`src/rtl/uart_csr_master.sv`:
```
// Host-facing CSR initiator: turns valid/ready read/write requests into CSR strobes
// and runs a background status poller with a sticky parity-error interrupt.
module uart_csr_master #(
    parameter int ADDR_W      = 8,
    parameter int DATA_W      = 32,
    parameter int STATUS_ADDR = 2,
    parameter int PERR_BIT    = 1
) (
    input  logic              clk,
    input  logic              rst_n,
    input  logic              req_valid,
    output logic              req_ready,
    input  logic              req_write,
    input  logic [ADDR_W-1:0] req_addr,
    input  logic [DATA_W-1:0] req_wdata,
    output logic              rsp_valid,
    input  logic              rsp_ready,
    output logic              rsp_write,
    output logic [DATA_W-1:0] rsp_rdata,
    output logic [ADDR_W-1:0] wr_addr,
    output logic [DATA_W-1:0] wr_data,
    output logic              wen,
    output logic [ADDR_W-1:0] rd_addr,
    output logic              ren,
    input  logic [DATA_W-1:0] rd_data,
    input  logic              poll_en,
    input  logic [15:0]       poll_period,
    output logic [DATA_W-1:0] status_q,
    output logic              err_irq,
    input  logic              err_clr
);

    localparam logic [2:0] S_IDLE      = 3'd0;
    localparam logic [2:0] S_WR        = 3'd1;
    localparam logic [2:0] S_RD        = 3'd2;
    localparam logic [2:0] S_RD_WAIT   = 3'd3;
    localparam logic [2:0] S_RSP       = 3'd4;
    localparam logic [2:0] S_POLL_RD   = 3'd5;
    localparam logic [2:0] S_POLL_WAIT = 3'd6;

    logic [2:0]        state_q, state_d;
    logic              wen_q, wen_d, ren_q, ren_d;
    logic [ADDR_W-1:0] wr_addr_q, wr_addr_d, rd_addr_q, rd_addr_d;
    logic [DATA_W-1:0] wr_data_q, wr_data_d;
    logic              rsp_valid_q, rsp_valid_d, rsp_write_q, rsp_write_d;
    logic [DATA_W-1:0] rsp_rdata_q, rsp_rdata_d;
    logic [DATA_W-1:0] status_d, status_r;
    logic              err_irq_q, err_irq_d, err_set;
    logic [15:0]       poll_cnt_q, poll_cnt_d;
    logic              poll_pending_q, poll_pending_d;
    logic              poll_active, poll_tick, poll_take;

    assign req_ready = (state_q == S_IDLE) && !poll_pending_q;
    assign wen       = wen_q;
    assign ren       = ren_q;
    assign wr_addr   = wr_addr_q;
    assign wr_data   = wr_data_q;
    assign rd_addr   = rd_addr_q;
    assign rsp_valid = rsp_valid_q;
    assign rsp_write = rsp_write_q;
    assign rsp_rdata = rsp_rdata_q;
    assign status_q  = status_r;
    assign err_irq   = err_irq_q;

    // Poll timebase runs regardless of FSM state; a tick arriving while one is pending is dropped.
    always_comb begin
        poll_active = poll_en && (poll_period != 16'd0);
        poll_tick   = 1'b0;
        poll_cnt_d  = poll_cnt_q;
        if (!poll_active) begin
            poll_cnt_d = 16'd0;
        end else if (poll_cnt_q >= poll_period - 16'd1) begin
            poll_cnt_d = 16'd0;
            poll_tick  = 1'b1;
        end else begin
            poll_cnt_d = poll_cnt_q + 16'd1;
        end
    end

    // NOTE: every signal gets a default before the case so no path leaves one unassigned (no latches).
    always_comb begin
        state_d     = state_q;
        wen_d       = 1'b0;
        ren_d       = 1'b0;
        wr_addr_d   = wr_addr_q;
        wr_data_d   = wr_data_q;
        rd_addr_d   = rd_addr_q;
        rsp_valid_d = rsp_valid_q;
        rsp_write_d = rsp_write_q;
        rsp_rdata_d = rsp_rdata_q;
        status_d    = status_r;
        err_set     = 1'b0;
        poll_take   = 1'b0;
        case (state_q)
            S_IDLE: begin
                if (poll_pending_q) begin
                    poll_take = 1'b1;
                    state_d   = S_POLL_RD;
                    ren_d     = 1'b1;
                    rd_addr_d = ADDR_W'(STATUS_ADDR);
                end else if (req_valid) begin
                    rsp_write_d = req_write;
                    rsp_rdata_d = '0;
                    if (req_write) begin
                        state_d   = S_WR;
                        wen_d     = 1'b1;
                        wr_addr_d = req_addr;
                        wr_data_d = req_wdata;
                    end else begin
                        state_d   = S_RD;
                        ren_d     = 1'b1;
                        rd_addr_d = req_addr;
                    end
                end
            end
            S_WR: begin
                state_d     = S_RSP;
                rsp_valid_d = 1'b1;
            end
            S_RD:      state_d = S_RD_WAIT;
            S_RD_WAIT: begin
                state_d     = S_RSP;
                rsp_rdata_d = rd_data;
                rsp_valid_d = 1'b1;
            end
            S_RSP: begin
                if (rsp_ready) begin
                    state_d     = S_IDLE;
                    rsp_valid_d = 1'b0;
                end
            end
            S_POLL_RD: state_d = S_POLL_WAIT;
            S_POLL_WAIT: begin
                status_d = rd_data;
                err_set  = rd_data[PERR_BIT];
                state_d  = S_IDLE;
            end
            default: state_d = S_IDLE;
        endcase

        if (!poll_active) begin
            poll_pending_d = 1'b0;
        end else begin
            poll_pending_d = poll_pending_q && !poll_take;
            if (poll_tick && !poll_pending_q) poll_pending_d = 1'b1;
        end

        // A set in the same cycle as a clear wins.
        err_irq_d = err_set ? 1'b1 : (err_clr ? 1'b0 : err_irq_q);
    end

    // NOTE: state is updated only with non-blocking assignments so every register samples pre-edge values.
    always_ff @(posedge clk or negedge rst_n) begin
        if (!rst_n) begin
            state_q        <= S_IDLE;
            wen_q          <= 1'b0;
            ren_q          <= 1'b0;
            wr_addr_q      <= '0;
            wr_data_q      <= '0;
            rd_addr_q      <= '0;
            rsp_valid_q    <= 1'b0;
            rsp_write_q    <= 1'b0;
            rsp_rdata_q    <= '0;
            status_r       <= '0;
            err_irq_q      <= 1'b0;
            poll_cnt_q     <= 16'd0;
            poll_pending_q <= 1'b0;
        end else begin
            state_q        <= state_d;
            wen_q          <= wen_d;
            ren_q          <= ren_d;
            wr_addr_q      <= wr_addr_d;
            wr_data_q      <= wr_data_d;
            rd_addr_q      <= rd_addr_d;
            rsp_valid_q    <= rsp_valid_d;
            rsp_write_q    <= rsp_write_d;
            rsp_rdata_q    <= rsp_rdata_d;
            status_r       <= status_d;
            err_irq_q      <= err_irq_d;
            poll_cnt_q     <= poll_cnt_d;
            poll_pending_q <= poll_pending_d;
        end
    end

endmodule
```
`config.mk`:
```
export PLATFORM = sky130hd
export DESIGN_NAME = uart_csr_master
export DESIGN_NICKNAME = d
export VERILOG_FILES = /design/src/rtl/uart_csr_master.sv
export SDC_FILE = /design/constraint.sdc
export NUM_CORES = 1
export LEC_CHECK = 0
export ABC_AREA = 1
export BUFFER_PORTS_ARGS = -buffer_cell sky130_fd_sc_hd__buf_2
export CORE_MARGIN = 8
export CORE_UTILIZATION = 45
export DETAILED_ROUTE_END_ITERATION = 10
export PLACE_DENSITY = 0.78
export SKIP_LAST_GASP = 1
export SYNTH_ARGS = -nofsm -noshare
export SYNTH_HDL_FRONTEND = slang
export SYNTH_SLANG_ARGS = --single-unit
```
`constraint.sdc`:
```
create_clock -name clk -period 1.5 [get_ports clk]
set_clock_uncertainty 0.1 [all_clocks]
set_input_delay 0.075 -clock clk [delete_from_list [all_inputs] [get_ports clk]]
set_output_delay 0.075 -clock clk [all_outputs]
set_load 0.02 [all_outputs]
```
# Word-level counts from Yosys, hierarchy flattened
# Cells that the tools add are included.
[totals] ff_bits=137 in_bits=95 output_inout_bits=118
[classes] magnitude_cmp=1 eq_ne=11 addsub=2 n_mux=32 bitwise=1 n_reduce_logical=19
[ops] op="$mux W32" n=2
[ops] op="$pmux W32 S2" n=1
[ops] op="$mux W16" n=2
[ops] op="$mux W8" n=3
[ops] op="$mux W1" n=18
[ops] op="$add A16 B1 Y16 const B" n=1
[ops] op="$ge A16 B16 Y1" n=1
[ops] op="$reduce_bool A16 Y1" n=1
[ops] op="$sub A16 B1 Y16 const B" n=1
[ops] op="$pmux W3 S5" n=1
[ops] op="$eq A3 B3 Y1 const B" n=3
[ops] op="$mux W3" n=3
[ops] op="$reduce_and A3 Y1" n=3
[ops] op="$reduce_bool A2 Y1" n=4
[ops] op="$eq A3 B2 Y1 const B" n=2
[ops] op="$ne A2 B2 Y1 const B" n=3
[ops] op="$logic_and A1 B1 Y1" n=4
[ops] op="$reduce_and A2 Y1" n=2
[ops] op="$reduce_and A4 Y1" n=1
[ops] op="$eq A3 B1 Y1 const B" n=1
[ops] op="$logic_not A3 Y1" n=1
[ops] op="$ne A3 B3 Y1 const B" n=1
[ops] op="$logic_not A1 Y1" n=2
[ops] op="$mux W2" n=1
[ops] op="other kinds (4)" n=4

# Depth between registers and ports, before layout
# Gate-level depths: netlist (run 1).
[depth] ltp_word=7 mapped_depth=17

# Least setup slack after synthesis (run 1)
# Ideal clock, no wire load.
[synth_timing] kind="input port to flip-flop" startpoint="in poll_period[3]" endpoint="reg poll_cnt_q[7]" path_slack_ns=-0.660 path_stages=15 t_arrival_ns=1.989 required_time_ns=1.329 cell_sequence="nor2_1 -> nand4_1 -> nor2_1 -> nand2_1 -> nor2_1 -> nand2_1 -> nand2_1 -> nand2_1 -> ha_1 -> a21oi_1 -> o21ai_0 -> nor2_1 -> nand3_2 -> buf_6 -> nor2_1"
[synth_via] elab_chain_len=4
[synth_rtl] element="from (decl)" line_no="27" source="input logic [15:0] poll_period,"
[synth_rtl] element="$sub A16 B1 Y16" line_no="72" source="end else if (poll_cnt_q >= poll_period - 16'd1) begin"
[synth_rtl] element="$ge A16 B16 Y1" line_no="72"
[synth_rtl] element="$mux W16" line_no="72"
[synth_rtl] element="$mux W16 (*)" line_no="70" source="if (!poll_active) begin"
[synth_rtl] element="named net poll_cnt_d[7]" line_no="49" source="logic [15:0] poll_cnt_q, poll_cnt_d;"
[synth_rtl] element="to (signal assigned)" line_no="180" source="poll_cnt_q <= poll_cnt_d;"
[synth_rtl] element="to (decl)" line_no="49"
# The timed path passes the listed nets; every way through them passes the cells marked *.
# A chain may end at the register's enable or synchronous reset.

# Worst setup path after layout (run 1)
[layout_timing] startpoint="in poll_period[0]" endpoint="reg poll_cnt_q[10]"
# The elaborated chain is that of the path after synthesis.

==> report_table.html, run 1 <==
<table>
<tr><th>Metric</th><th>Value</th></tr>
<tr><th colspan="2">STA</th></tr>
<tr><td>Max frequency</td><td>554 MHz</td></tr>
<tr><td>Actual slew at the worst max-slew pin</td><td>371 ps</td></tr>
<tr><td>Share of the clock period used by the worst path after layout</td><td>120%</td></tr>
<tr><td>Final Hold Violating Endpoints</td><td>0</td></tr>
<tr><td>RSZ-0062 raised after global routing</td><td>yes</td></tr>
<tr><td>Pins Over Slew Limit</td><td>0</td></tr>
<tr><td>Min cycle time layout</td><td>1810 ps</td></tr>
<tr><td>Worst setup slack after layout</td><td>-306 ps</td></tr>
<tr><td>Number of endpoints failing setup at the final stage</td><td>101</td></tr>
<tr><td>Headroom to the max-slew limit</td><td>75.2%</td></tr>
<tr><th colspan="2">Final layout</th></tr>
<tr><td>Area taken by multi-input logic gates</td><td>3060 sq um</td></tr>
<tr><td>Fill cell total of the finished layout</td><td>684</td></tr>
<tr><td>Final Cell Area</td><td>10900 sq um</td></tr>
<tr><td>Net count reported at finish</td><td>1212</td></tr>
<tr><td>Layout-stage area growth over the synthesis result</td><td>79.6%</td></tr>
<tr><td>Share of cells above drive strength 1</td><td>50.0%</td></tr>
<tr><td>Sequential cell area in the final layout</td><td>3430 sq um</td></tr>
<tr><td>Post-route non-filler standard cell count</td><td>1290</td></tr>
<tr><th colspan="2">Power</th></tr>
<tr><td>Total power per unit cell area</td><td>1900 nW/um^2</td></tr>
<tr><td>Worst IR drop on VDD</td><td>1.46 mV</td></tr>
<tr><td>Overall power consumption</td><td>0.0207 W</td></tr>
<tr><td>Static leakage</td><td>5.86 nW</td></tr>
<tr><th colspan="2">Setup path</th></tr>
<tr><td>CP startpoint kind</td><td>input port</td></tr>
<tr><td>Crit path arrival time</td><td>2010 ps</td></tr>
<tr><td>Data required time of the critical path</td><td>1700 ps</td></tr>
<tr><td>CP Max Fanout</td><td>8</td></tr>
<tr><td>Worst R2R Setup Slack</td><td>-260 ps</td></tr>
<tr><td>Reg-to-Reg End</td><td>wr_data[10]</td></tr>
<tr><td>Worst Reg2Reg Path Length in Cells</td><td>12</td></tr>
<tr><td>Worst setup path class</td><td>in -&gt; reg</td></tr>
<tr><td>Launch point of the worst reg-to-reg path</td><td>state_q[0]</td></tr>
<tr><td>Critical Path Sink Type</td><td>flip-flop</td></tr>
<tr><th colspan="2">Global route</th></tr>
<tr><td>Number of antenna violations at the first check in global routing</td><td>2</td></tr>
<tr><td>Vias in the first global route</td><td>7051</td></tr>
<tr><td>Remaining global-route overflow</td><td>0</td></tr>
<tr><td>First-pass GRT wire length</td><td>36.5 mm</td></tr>
<tr><td>Overall fraction of global-route tracks in use</td><td>26.2%</td></tr>
<tr><td>Maximum number of pins on one net before global-route repair</td><td>64</td></tr>
<tr><th colspan="2">Clock tree</th></tr>
<tr><td>Max Buffers Root-to-Sink</td><td>2</td></tr>
<tr><td>Clock edge transition at the registers on the reported setup and hold paths</td><td>60 ps</td></tr>
<tr><td>Cell at the root of the clock tree</td><td>clkbuf_16</td></tr>
<tr><td>Skew-Pair Late Insertion Delay</td><td>420 ps</td></tr>
<tr><td>Clock tree from TritonCTS</td><td>built</td></tr>
<tr><td>Number of levels in the clock H-tree</td><td>4</td></tr>
<tr><td>Inserted Clock Buffers</td><td>17</td></tr>
<tr><td>Number of clock sinks</td><td>137</td></tr>
<tr><th colspan="2">Floorplanning</th></tr>
<tr><td>Effective utilization at floorplan</td><td>46.0%</td></tr>
<tr><td>Die boundary width</td><td>132 microns</td></tr>
<tr><td>Die height</td><td>132 microns</td></tr>
<tr><td>IO Pins</td><td>213</td></tr>
<tr><td>Core Area</td><td>13200 sq um</td></tr>
<tr><td>Total number of placement rows</td><td>42</td></tr>
<tr><td>Total die area</td><td>17500 sq um</td></tr>
<tr><th colspan="2">Synthesis</th></tr>
<tr><td>Register bit count reported by yosys</td><td>137</td></tr>
<tr><td>Fraction of synthesized cell area taken by the top area cell type</td><td>56.3%</td></tr>
<tr><td>Synthesized-area fraction occupied by and/or/nand/nor cells</td><td>20.4%</td></tr>
<tr><td>Async set-or-reset flop fraction in the synthesized netlist</td><td>100%</td></tr>
<tr><td>Post-synth EDFFs</td><td>0</td></tr>
<tr><td>Most common cell in the netlist</td><td>nand2_1</td></tr>
<tr><td>Xor and xnor area share after synthesis</td><td>3.45%</td></tr>
<tr><td>Adder-cell area share of the yosys netlist</td><td>3.70%</td></tr>
<tr><td>Share of the synthesized area in compound gates (AO/OA/AOI/OAI)</td><td>8.37%</td></tr>
<tr><td>Most area-consuming cells after synthesis</td><td>dfrtp_1 (56%), nand2_1 (14%), o21ai_0 (6.4%)</td></tr>
<tr><td>Number of warnings issued by yosys</td><td>0</td></tr>
<tr><td>Number of instances in the synthesized netlist</td><td>702</td></tr>
<tr><td>Number of unique standard cell types used by synthesis</td><td>28</td></tr>
<tr><td>Cell area after synthesis</td><td>6090 sq um</td></tr>
<tr><td>List of most frequent post-synthesis cells</td><td>nand2_1 (220), dfrtp_1 (137), inv_1 (88)</td></tr>
<tr><td>Sequential-to-total area share from yosys stat</td><td>56.3%</td></tr>
<tr><td>Share of cell area taken by muxes after synthesis</td><td>0%</td></tr>
<tr><td>Total nets after synthesis</td><td>815</td></tr>
<tr><td>Predominant post-synthesis flop cell</td><td>dfrtp_1</td></tr>
<tr><td>Main combinational cell family by area after synthesis</td><td>simple AND/OR/NAND/NOR gates</td></tr>
<tr><td>Syn_area_per_cell</td><td>8.67 sq um</td></tr>
<tr><td>Cell type contributing the most total cell area after synthesis</td><td>dfrtp_1</td></tr>
<tr><th colspan="2">Placement</th></tr>
<tr><td>Count of input and output buffers</td><td>212</td></tr>
<tr><td>Global placement routability congestion</td><td>0.838</td></tr>
<tr><td>Worst slack at placement</td><td>-758 ps</td></tr>
<tr><td>Final HPWL from detailed placement</td><td>12.5 mm</td></tr>
<tr><td>Number of placed instances, taps included</td><td>1139</td></tr>
<tr><td>Dpl cell area</td><td>7900 sq um</td></tr>
<tr><th colspan="2">Routing</th></tr>
<tr><td>Starting DRT DRC Count</td><td>426</td></tr>
<tr><td>Total DRC errors in the routed layout</td><td>0</td></tr>
<tr><td>Wire per inst</td><td>20.9 microns</td></tr>
<tr><td>Final Routed Wirelength</td><td>27.0 mm</td></tr>
<tr><td>Vias</td><td>6854</td></tr>
<tr><td>Final antenna-violating net count</td><td>0</td></tr>
<tr><td>Drt first pass iters</td><td>5</td></tr>
<tr><td>Number of vias per cell after detailed routing</td><td>5.31</td></tr>
<tr><th colspan="2">Run status</th></tr>
<tr><td>Failing checks</td><td>negative setup slack</td></tr>
<tr><td>Run status</td><td>complete, but fails checks</td></tr>
<tr><th colspan="2">Flow run</th></tr>
<tr><td>Maxcap violations</td><td>0</td></tr>
<tr><th colspan="2">Worst hold path</th></tr>
<tr><td>Worst hold path class</td><td>in -&gt; async</td></tr>
</table>
-- how the worst max path moves through the flow --
stage                         from              to  slack [ps]  cells after the start
finish              poll_period[0]  poll_cnt_q[10]        -310                     16
global route        poll_period[3]  poll_cnt_q[10]        -490                     16
CTS                 poll_period[2]  poll_cnt_q[10]        -250                     16
detailed placement  poll_period[0]  poll_cnt_q[15]        -760                     17
global placement    poll_period[3]   poll_cnt_q[0]        -660                     16
floorplan           poll_period[3]  poll_cnt_q[11]        -490                     15
-- power breakdown --
part	total [W]	internal (W)	leakage [nW]	switching [W]
clock network	0.00444	0.00279	0.297	0.00165
logic	0.00984	0.00390	3.81	0.00593
registers	0.00647	0.00517	1.76	0.00130
-- through the flow --
stage / util (%) / TNS, ps / hold slack (ps)
global placement: 59.7 / -11850 / -104
detailed placement: 59.7 / -14590 / -99.7
floorplan: - / -10990 / -321
CTS: 76.3 / -16260 / 23.0
finish: 82.5 / -15070 / 30.4
global route: 82.5 / -24330 / 40.9
-- cell type report --
cell class              count  share of cell area, %
diodes                      2                 0.0458
clock buffers              21                   4.40
clock inverters            11                   1.32
inverters                  92                   3.32
multi-input cells         451                   28.0
flip-flops and latches    137                   31.4
well taps                 176                   2.01
repair buffers            400                   29.6
-- logic make-up (layout without fill, tap and decap cells) --
family / Yosys count / after routing
xor gates and xnor gates: 24 / 24
AOI/OAI and AO/OA: 99 / 99
other: 0 / 2
adders and majority gates: 18 / 18
buffers and inverters: 114 / 524
and+or+nand+nor: 310 / 310
DFF: 137 / 137
-- sequential cells by signal (all words and copies together) (netlist names), 3 cells and up --
| register | flops |
|---|---|
| wr_addr | 8 |
| rsp_rdata | 32 |
| poll_cnt_q | 16 |
| status_q | 32 |
| state_q | 3 |
| wr_data | 32 |
| rd_addr | 8 |
-- critical path: stages --
cell and delay (ps):
buf_6 90, inv_2 80, nand4_1 180, nor2_2 210
nand2_2 100, nor2_4 140, nand2_2 60, nand2_2 60
nand2_2 60, ha_4 280, nand4_1 100, nor2_1 130
nand2_2 90, nand3_4 130, buf_12 160, nor2_2 40
-- placed cells by master (no fill, tap or decap), types with 18 or more instances in the layout --
master / count
nand2_1: 100
buf_6: 18
dfrtp_1: 136
inv_1: 80
nor2_1: 33
buf_2: 206
dlygate4sd3_1: 77
buf_12: 19
o21ai_1: 35
o21ai_2: 30
nand2_2: 70
buf_4: 65
o21ai_0: 23
clkbuf_16: 23
nand2_4: 51
-- what timing repair did --
item                                    CTS  global route
pin swaps                                33            46
setup buffers                            17            13
hold buffers                             77             0
gates resized for setup                 103           248
hold endpoints to repair                255             0
endpoints found under the setup margin  119           133
cloned                                   14             8
-- routing by layer --
layer	up-vias	global-route usage [%]	routed length, microns
met5	-	0	0
met4	0	13.8	1430
met2	443	45.6	13900
li1	2989	-	-
met1	3307	27.7	9480
met3	115	8.77	2220
No activity file was read; power rests on OpenSTA's default activity.
==> run 2, diff against run 1 <==
--- a/config.mk
+++ b/config.mk
@@ -11,7 +11,6 @@
 export CORE_UTILIZATION = 45
 export DETAILED_ROUTE_END_ITERATION = 10
 export PLACE_DENSITY = 0.78
-export SKIP_LAST_GASP = 1
 export SYNTH_ARGS = -nofsm -noshare
 export SYNTH_HDL_FRONTEND = slang
 export SYNTH_SLANG_ARGS = --single-unit
==> run 2 against run 1 <==
  * The run still ends with negative setup slack left
  * Critical path type unchanged
  * Via count up 0.57%
  * Global-route usage up 0.13 points
  * Power up 0.87%
  * First-iteration DRC count up 22%
  * Critical endpoint unchanged
  * Non-clock buffer count down 2
  * Clock-buffer cell count unchanged
==> report_table.html, run 2 (synthesized netlist as in run 1, its figures left out) <==
<table>
<tr><th>Metric</th><th>Value</th></tr>
<tr><th colspan="2">Clock tree</th></tr>
<tr><td>Number of levels in the clock H-tree</td><td>4</td></tr>
<tr><td>Skew-Pair Late Insertion Delay</td><td>430 ps</td></tr>
<tr><td>Clock tree from TritonCTS</td><td>built</td></tr>
<tr><td>Inserted Clock Buffers</td><td>17</td></tr>
<tr><td>Max Buffers Root-to-Sink</td><td>2</td></tr>
<tr><td>Clock edge transition at the registers on the reported setup and hold paths</td><td>60 ps</td></tr>
<tr><td>Number of clock sinks</td><td>137</td></tr>
<tr><td>Cell at the root of the clock tree</td><td>clkbuf_16</td></tr>
<tr><th colspan="2">Setup path</th></tr>
<tr><td>Family of cells with the greatest summed delay on the critical path</td><td>simple AND/OR/NAND/NOR gates</td></tr>
<tr><td>Crit path arrival time</td><td>2010 ps</td></tr>
<tr><td>Number of buffers and inverters on the critical path</td><td>3</td></tr>
<tr><td>Critical Path Sink Type</td><td>flip-flop</td></tr>
<tr><td>WP depth</td><td>16</td></tr>
<tr><td>Worst setup path class</td><td>in -&gt; reg</td></tr>
<tr><td>CP startpoint kind</td><td>input port</td></tr>
<tr><td>Sequence of cells on the critical path</td><td>buf_6 -&gt; inv_2 -&gt; nand4_1 -&gt; nor2_2 -&gt; nand2_2 -&gt; nor2_4 -&gt; nand2_2 -&gt; nand2_2 -&gt; nand2_2 -&gt; ha_4 -&gt; nand4_1 -&gt; nor2_1 -&gt; nand2_2 -&gt; nand3_4 -&gt; buf_12 -&gt; nor2_2</td></tr>
<tr><td>Data required time of the critical path</td><td>1710 ps</td></tr>
<tr><td>CP Max Fanout</td><td>8</td></tr>
<tr><td>Highest cell delay on the worst timing path</td><td>280 ps</td></tr>
<tr><td>Worst Reg2Reg Path Length in Cells</td><td>12</td></tr>
<tr><td>Most common cell on crit path</td><td>nand2_2</td></tr>
<tr><td>Critical-path cell with the highest stage delay</td><td>ha_4</td></tr>
<tr><th colspan="2">STA</th></tr>
<tr><td>Max frequency</td><td>556 MHz</td></tr>
<tr><td>Headroom to the max-slew limit</td><td>74.8%</td></tr>
<tr><td>Final Hold Violating Endpoints</td><td>0</td></tr>
<tr><td>Share of the clock period used by the worst path after layout</td><td>120%</td></tr>
<tr><td>Number of endpoints failing setup at the final stage</td><td>97</td></tr>
<tr><td>Actual slew at the worst max-slew pin</td><td>378 ps</td></tr>
<tr><td>Worst setup slack after layout</td><td>-300 ps</td></tr>
<tr><td>Min cycle time layout</td><td>1800 ps</td></tr>
<tr><td>RSZ-0062 raised after global routing</td><td>yes</td></tr>
<tr><td>Pins Over Slew Limit</td><td>0</td></tr>
<tr><td>Final total negative setup slack</td><td>-15050 ps</td></tr>
<tr><th colspan="2">Routing</th></tr>
<tr><td>Vias</td><td>6893</td></tr>
<tr><td>Starting DRT DRC Count</td><td>521</td></tr>
<tr><td>Final antenna-violating net count</td><td>0</td></tr>
<tr><td>Final Routed Wirelength</td><td>27.8 mm</td></tr>
<tr><td>Number of vias per cell after detailed routing</td><td>5.34</td></tr>
<tr><td>Drt first pass iters</td><td>6</td></tr>
<tr><td>Wire per inst</td><td>21.5 microns</td></tr>
<tr><td>Total DRC errors in the routed layout</td><td>0</td></tr>
<tr><th colspan="2">Floorplanning</th></tr>
<tr><td>IO Pins</td><td>213</td></tr>
<tr><td>Core Area</td><td>13200 sq um</td></tr>
<tr><td>Die boundary width</td><td>132 microns</td></tr>
<tr><td>Die height</td><td>132 microns</td></tr>
<tr><td>Total number of placement rows</td><td>42</td></tr>
<tr><td>Effective utilization at floorplan</td><td>46.0%</td></tr>
<tr><td>Total die area</td><td>17500 sq um</td></tr>
<tr><th colspan="2">Global route</th></tr>
<tr><td>Remaining global-route overflow</td><td>0</td></tr>
<tr><td>First-pass GRT wire length</td><td>36.6 mm</td></tr>
<tr><td>Maximum number of pins on one net before global-route repair</td><td>64</td></tr>
<tr><td>Vias in the first global route</td><td>7070</td></tr>
<tr><td>Overall fraction of global-route tracks in use</td><td>26.4%</td></tr>
<tr><td>Number of antenna violations at the first check in global routing</td><td>3</td></tr>
<tr><th colspan="2">Final layout</th></tr>
<tr><td>Commonest non-fill, non-tap cell in the layout</td><td>buf_2</td></tr>
<tr><td>Net count reported at finish</td><td>1210</td></tr>
<tr><td>Commonest cells after routing, fill and taps aside</td><td>buf_2 (206), dfrtp_1 (137), nand2_1 (97)</td></tr>
<tr><td>Layout-stage area growth over the synthesis result</td><td>80.3%</td></tr>
<tr><td>Share of cells above drive strength 1</td><td>50.7%</td></tr>
<tr><th colspan="2">Run status</th></tr>
<tr><td>Run status</td><td>complete, but fails checks</td></tr>
<tr><td>Failing checks</td><td>negative setup slack</td></tr>
<tr><th colspan="2">Placement</th></tr>
<tr><td>Count of input and output buffers</td><td>212</td></tr>
<tr><td>Final HPWL from detailed placement</td><td>12.5 mm</td></tr>
<tr><td>Global placement routability congestion</td><td>0.838</td></tr>
<tr><td>Worst slack at placement</td><td>-758 ps</td></tr>
<tr><th colspan="2">Power</th></tr>
<tr><td>Static leakage</td><td>5.86 nW</td></tr>
<tr><td>Worst IR drop on VDD</td><td>1.35 mV</td></tr>
<tr><td>Total power per unit cell area</td><td>1910 nW/um^2</td></tr>
<tr><th colspan="2">Worst hold path</th></tr>
<tr><td>Worst hold path class</td><td>in -&gt; async</td></tr>
<tr><th colspan="2">Flow run</th></tr>
<tr><td>Maxcap violations</td><td>0</td></tr>
</table>
-- run 2: changes by cell type in the layout (fill, tap and decap cells not counted), moves of 2 or more --
| cell | delta |
|---|---|
| buf_12 | -3 |
| buf_4 | -2 |
| buf_6 | +2 |
| diode_2 | +2 |
| nand2_1 | -3 |
| nand2_2 | +3 |
| o21ai_0 | -10 |
| o21ai_1 | +3 |
| o21ai_2 | +4 |
| o21ai_4 | +3 |
-- run 2: power breakdown --
| part | internal [W] | switching, W | leakage, nW |
|---|---|---|---|
| Sequential | 0.00517 | 0.00131 | 1.76 |
| Clock | 0.00279 | 0.00170 | 0.297 |
| Combinational | 0.00394 | 0.00602 | 3.80 |
-- run 2: repair_timing --
item | in CTS | in global routing
setup endpoints to repair | 119 | 132
setup buffers | 17 | 10
pin swaps | 38 | 43
endpoints found under the hold margin | 255 | 0
gates cloned | 14 | 8
hold buffers | 77 | 0
gates resized for setup | 135 | 243
-- run 2: cell type report --
type	count	area, sq um
antenna	4	10.0
sequential	137	3430
timing repair buffer	398	3210
inverter	92	365
fill	679	2270
tap	176	220
multi-input combinational	451	3120
clock inverter	11	144
clock buffer	21	480
-- run 2: layer usage --
layer	vias up	wire [microns]	global-route usage (%)	share of wire [%]
met5	-	0	0	0
met4	0	1660	13.9	6.0
met3	131	2480	9.26	8.9
met2	480	14100	45.6	51
met1	3280	9510	27.7	34
li1	3002	-	-	-
-- run 2: worst paths after layout --
path,start,endpoint,slack (ps)
setup reg to reg,state_q[0],wr_data[9],-270
max in group asynchronous,rst_n,rsp_rdata[18],740
hold / removal,rst_n,rsp_rdata[24],30
hold reg to reg,status_q[13],status_q[13],390
setup / recovery,poll_period[0],poll_cnt_q[10],-300
min in group clk,req_write,state_q[1],90
-- run 2: metrics by stage --
step | hold WS (ps) | utilization [%] | instance area, sq um | power, W | instances
after global routing | 38.8 | 82.9 | 11000 | 0.0217 | 1289
after CTS | 23.0 | 76.6 | 10100 | 0.0183 | 1277
after detailed placement | -99.7 | 59.7 | 7900 | 0.0125 | 1139
final | 25.4 | 82.9 | 11000 | 0.0209 | 1290
after global placement | -104 | 59.7 | 7900 | 0.0123 | 1139
after floorplan | -321 | - | 6150 | 0.00970 | 702
